### config.mk
export PLATFORM = sky130hd
export DESIGN_NAME = coloring_search_ctrl
export DESIGN_NICKNAME = d
export VERILOG_FILES = /design/src/rtl/coloring_search_ctrl_pkg.sv /design/src/rtl/coloring_search_ctrl_checker.sv /design/src/rtl/coloring_search_ctrl.sv
export SDC_FILE = /design/constraint.sdc
export NUM_CORES = 1
export LEC_CHECK = 0
export CELL_PAD_IN_SITES_DETAIL_PLACEMENT = 1
export CELL_PAD_IN_SITES_GLOBAL_PLACEMENT = 2
export CORE_MARGIN = 4
export CORE_UTILIZATION = 28
export DETAILED_ROUTE_END_ITERATION = 16
export GPL_TIMING_DRIVEN = 0
export MAX_ROUTING_LAYER = met4
export PLACE_DENSITY_LB_ADDON = 0.1
export SKIP_CTS_REPAIR_TIMING = 1
export SLEW_MARGIN = 10
export SYNTH_ARGS = -nofsm -noshare
export SYNTH_HDL_FRONTEND = slang
export SYNTH_SLANG_ARGS = --single-unit
### constraint.sdc
create_clock -name clk -period 2.2 [get_ports clk]
set_input_delay 0.44 -clock clk [delete_from_list [all_inputs] [get_ports clk]]
set_output_delay 0.44 -clock clk [all_outputs]
set_load 0.03 [all_outputs]
### src/rtl/coloring_search_ctrl_pkg.sv
// Shared constants for the graph-colouring search: graph size, the FSM
// state encoding and the edge-index to endpoint lookup table.
package coloring_search_ctrl_pkg;

    localparam int NV = 6;
    localparam int CW = 2;
    localparam int NE = 15;

    typedef enum logic [1:0] {
        ST_IDLE   = 2'd0,
        ST_SEARCH = 2'd1,
        ST_DONE   = 2'd2
    } state_t;

    // Edges enumerated lexicographically over vertex pairs i<j.
    localparam logic [2:0] EDGE_A [NE] = '{
        3'd0, 3'd0, 3'd0, 3'd0, 3'd0,
        3'd1, 3'd1, 3'd1, 3'd1,
        3'd2, 3'd2, 3'd2,
        3'd3, 3'd3,
        3'd4
    };

    localparam logic [2:0] EDGE_B [NE] = '{
        3'd1, 3'd2, 3'd3, 3'd4, 3'd5,
        3'd2, 3'd3, 3'd4, 3'd5,
        3'd3, 3'd4, 3'd5,
        3'd4, 3'd5,
        3'd5
    };

endpackage

### src/rtl/coloring_search_ctrl_checker.sv
// Combinational validity test for one candidate colouring: every colour
// must be within range and no enabled edge may join two equal colours.
module coloring_checker
    import coloring_search_ctrl_pkg::*;
(
    input  logic [NV*CW-1:0] candidate,
    input  logic [NE-1:0]    edge_mask,
    input  logic [CW-1:0]    max_color,
    output logic             valid
);

    // Range check on every vertex, then conflict check on every enabled edge.
    always_comb begin
        valid = 1'b1;
        for (int v = 0; v < NV; v++) begin
            if (candidate[v*CW +: CW] > max_color) begin
                valid = 1'b0;
            end
        end
        for (int e = 0; e < NE; e++) begin
            if (edge_mask[e] &&
                (candidate[int'(EDGE_A[e])*CW +: CW] ==
                 candidate[int'(EDGE_B[e])*CW +: CW])) begin
                valid = 1'b0;
            end
        end
    end

endmodule

### src/rtl/coloring_search_ctrl.sv
// Exhaustive graph-colouring search controller. Walks candidates upward
// from zero, one per cycle, and reports the first valid colouring.
//
//  state  | meaning
//  IDLE   | waiting for start; results from last search held
//  SEARCH | evaluating one candidate per cycle
//  DONE   | one-cycle completion pulse, results just updated
module coloring_search_ctrl
    import coloring_search_ctrl_pkg::*;
#(
    parameter int NV = 6,
    parameter int CW = 2
)(
    input  logic               clk,
    input  logic               rst_n,
    input  logic               start,
    input  logic               abort,
    input  logic [NE-1:0]      edge_mask,
    input  logic [CW-1:0]      max_color,
    output logic               busy,
    output logic               done,
    output logic               found,
    output logic [NV*CW-1:0]   coloring,
    output logic [NV*CW:0]     attempts
);

    localparam int CAND_W = NV * CW;
    localparam int ATT_W  = CAND_W + 1;

    state_t              state;
    logic [CAND_W-1:0]   cand;
    logic [NE-1:0]       mask_q;
    logic [CW-1:0]       maxc_q;
    logic                cand_valid;

    coloring_checker u_checker (
        .candidate (cand),
        .edge_mask (mask_q),
        .max_color (maxc_q),
        .valid     (cand_valid)
    );

    // FSM, candidate counter, configuration latch and result registers.
    always_ff @(posedge clk) begin
        if (!rst_n) begin
            state    <= ST_IDLE;
            cand     <= '0;
            mask_q   <= '0;
            maxc_q   <= '0;
            found    <= 1'b0;
            coloring <= '0;
            attempts <= '0;
        end else begin
            case (state)
                ST_IDLE: begin
                    if (start) begin
                        state  <= ST_SEARCH;
                        mask_q <= edge_mask;
                        maxc_q <= max_color;
                        cand   <= '0;
                    end
                end
                ST_SEARCH: begin
                    // Abort outranks a hit found in the same cycle.
                    if (abort) begin
                        state <= ST_IDLE;
                        found <= 1'b0;
                    end else if (cand_valid) begin
                        state    <= ST_DONE;
                        found    <= 1'b1;
                        coloring <= cand;
                        attempts <= ATT_W'(cand) + ATT_W'(1);
                    end else if (cand == {CAND_W{1'b1}}) begin
                        // Space exhausted: report the full count rather than wrapping.
                        state    <= ST_DONE;
                        found    <= 1'b0;
                        coloring <= '0;
                        attempts <= {1'b1, {CAND_W{1'b0}}};
                    end else begin
                        cand <= cand + CAND_W'(1);
                    end
                end
                ST_DONE: begin
                    state <= ST_IDLE;
                end
                default: begin
                    state <= ST_IDLE;
                end
            endcase
        end
    end

    assign busy = (state == ST_SEARCH);
    assign done = (state == ST_DONE);

endmodule

==> results.md <==
- Status: finished with violations
- Failing checks: setup timing
- Number of synthesized flops with an enable pin: 0
- Post-synthesis async set-or-reset flop share: 0%
- Most frequent cells in the layout: nand2_1 (52), dfxtp_1 (51), clkdlybuf4s50_1 (47)
- Fillcell total: 1289
- Crit path max fanout: 8
- Final Hold Viols: 0
- Period utilization: 109%
- Final setup skew: 0.00489 ns
- Setup CP Type: reg2reg
- Top-area cell type share of the netlist area: 36.3%
- Starting Density: roughly 29%
- Clock Tree Root: clkbuf_16
- Router iterations before antenna repair: 4
- Syn Nets: 429
- WL final: 11000 um
- Die ar.: 13000 um^2
- Final Cell Area: 4690 um^2
- IO buf count: 48
- Tmin final: between 2 and 2.5 ns
- Fmax: a little over 0.4 GHz
- Yosys top cell by area: dfxtp_1
- Slew HR: 53.0%
- Arr. time, crit path: around 2.6 ns
- Number of global-route vias before repair: 2952
- Register area share after synthesis: between 30% and 40%
- Mean Syn Cell Area: 7.96 um^2
- Final setup fails: 34
- Area grow syn2layout: 49.2%
- Power per cell area: 608 nW/um^2
- Ratio of cells with drive above 1 in the final layout: 24.7%
- Least-Margin Pin Slew: 0.706 ns
- Util after Layout: between 40% and 50%
- Overall Power: 0.00285 W
- Clock tree from TritonCTS: done
- Sink Count: 57
- Die height: 114 um
- Core region area: between 10000 and 15000 um^2
- Critical path required time: 2.41 ns
- H-tree levels: 3
- Clock buffer count from CTS: 9
- Largest net degree at the start of global routing: 11
- Post-synthesis cell area: 3140 um^2
- Critical Path Source Type: flip-flop
- Placed inst area: 3800 um^2
- Number of distinct library cells after synthesis: 38
- Routed Antenna Nets: 0
- Synth warnings: 0
- Hold Crit Class: reg2reg
- Leading cell type in the layout, fill and taps excluded: nand2_1
- Hold depth: 2
- Final net count: 508
- GRT Total Usage: 17.5%
- Clock tree buffer depth: 2
- Via count: 3065
- Gpl congestion: 0.811
- Routed WL per cell: 17.9 um
- Crit. End Element: flip-flop
- Ports: 49
- Clock slew at reported path FFs: about 0.05 ns
- Die W: 114 um
- Antenna fix cells: 0
- First-pass GRT wire length: roughly 17000 um
- Congestion Overflow GR: 0
- Post-route setup slack: -0.206 ns
- Leak: between 1.5 and 2 nW
- DRC: 0
- Dominant synthesized flop cell: dfxtp_1
- Worst skew pair latency: ~0.33 ns
- Hold Slack: 0.458 ns
- Vias per Instance: 4.96
- Synthesized flop and latch total: between 50 and 60
- Initial drt markers: a little over 100
- Synth area leaders: dfxtp_1 (36%), xnor2_1 (10%), a21oi_1 (6.8%)
- MaxCap Viol Count: 0
- Post-synthesis cell count: between 300 and 400
- Initial antenna violation count: 0
- Hpwl dp: 7650 um
- FF-to-FF path depth: 10
- Site Rows: 38
- Worst VDD drop: 0.000287 V
- Unrepaired setup endpoints after global routing: yes
- Final slew viol count: 0
[critical path, stage by stage (launching register included)]
cell	delay, ns
dfxtp_2	0.35
clkinv_4	0.11
ha_1	0.30
nor2b_1	0.13
o21ai_0	0.21
nand3_2	0.14
nor3_4	0.24
buf_6	0.15
nand3_4	0.13
buf_8	0.19
o311a_1	0.34
[state kept, by name (all words and copies together), names as in the netlist]
| signal | flops |
|---|---|
| mask_q | 15 |
| attempts | 13 |
| cand | 12 |
| coloring | 12 |
| maxc_q | 2 |
| state | 2 |
| found | 1 |
[final timing paths]
check	slack, ns	start	end
max	-0.21	maxc_q[1]	attempts[3]
min	0.46	mask_q[11]	mask_q[11]
max reg2reg	-0.21	maxc_q[1]	attempts[3]
min reg2reg	0.46	mask_q[11]	mask_q[11]
[final cells by class]
cell class	instances	area, um^2	area share (%)
buffer	33	259	5.52
clock buffer	12	256	5.47
clock inverter	3	40.0	0.854
inverter	10	46.3	0.987
multi-input combinational	294	2070	44.2
sequential	57	1150	24.6
tap	140	175	3.74
timing repair buffer	69	686	14.6
[metal layers]
| layer | routed length, um | share of wire (%) | track usage (%) | vias up |
|---|---|---|---|---|
| li1 | - | - | - | 1532 |
| met1 | 5340 | 48 | 23.4 | 1473 |
| met2 | 5250 | 48 | 27.0 | 50 |
| met3 | 319 | 2.9 | 3.45 | 10 |
| met4 | 137 | 1.2 | 4.83 | 0 |
| met5 | 0 | 0 | - | - |
[where the power goes]
part | total [W] | switching [W] | internal (W)
logic | 0.000363 | 0.000216 | 0.000146
clock network | 0.00142 | 0.000490 | 0.000928
registers | 0.00107 | 0.0000159 | 0.00106
total | 0.00285 | 0.000722 | 0.00213
[logic make-up after synthesis]
group	share of synthesized area, %
AND/OR/NAND/NOR	27.2
AO/OA/AOI/OAI	13.7
flip-flops	36.3
buffers and inverters	7.28
XOR/XNOR	10.3
adder cells (fa/ha/maj)	5.18
[cells in the mapped netlist (6+ instances only)]
cell / n
dfxtp_1: 57
nand2_1: 52
o21ai_0: 9
a21oi_1: 43
buf_4: 9
inv_1: 9
nor2b_1: 7
and3_1: 6
clkbuf_1: 15
nand4_1: 22
ha_1: 13
buf_2: 6
o21a_1: 8
nor2_1: 20
xnor2_1: 36
nand3_1: 42
[per-stage QoR]
step | std cells | setup slack [ns] | setup TNS (ns)
detailed placement | 583 | -0.467 | -17.82
global placement | 583 | -0.456 | -16.57
CTS | 598 | -0.481 | -15.63
global route | 618 | -0.338 | -8.52
floorplan | 395 | 0.0935 | 0
finish | 618 | -0.206 | -3.74
(Power assumes the default switching activity.)
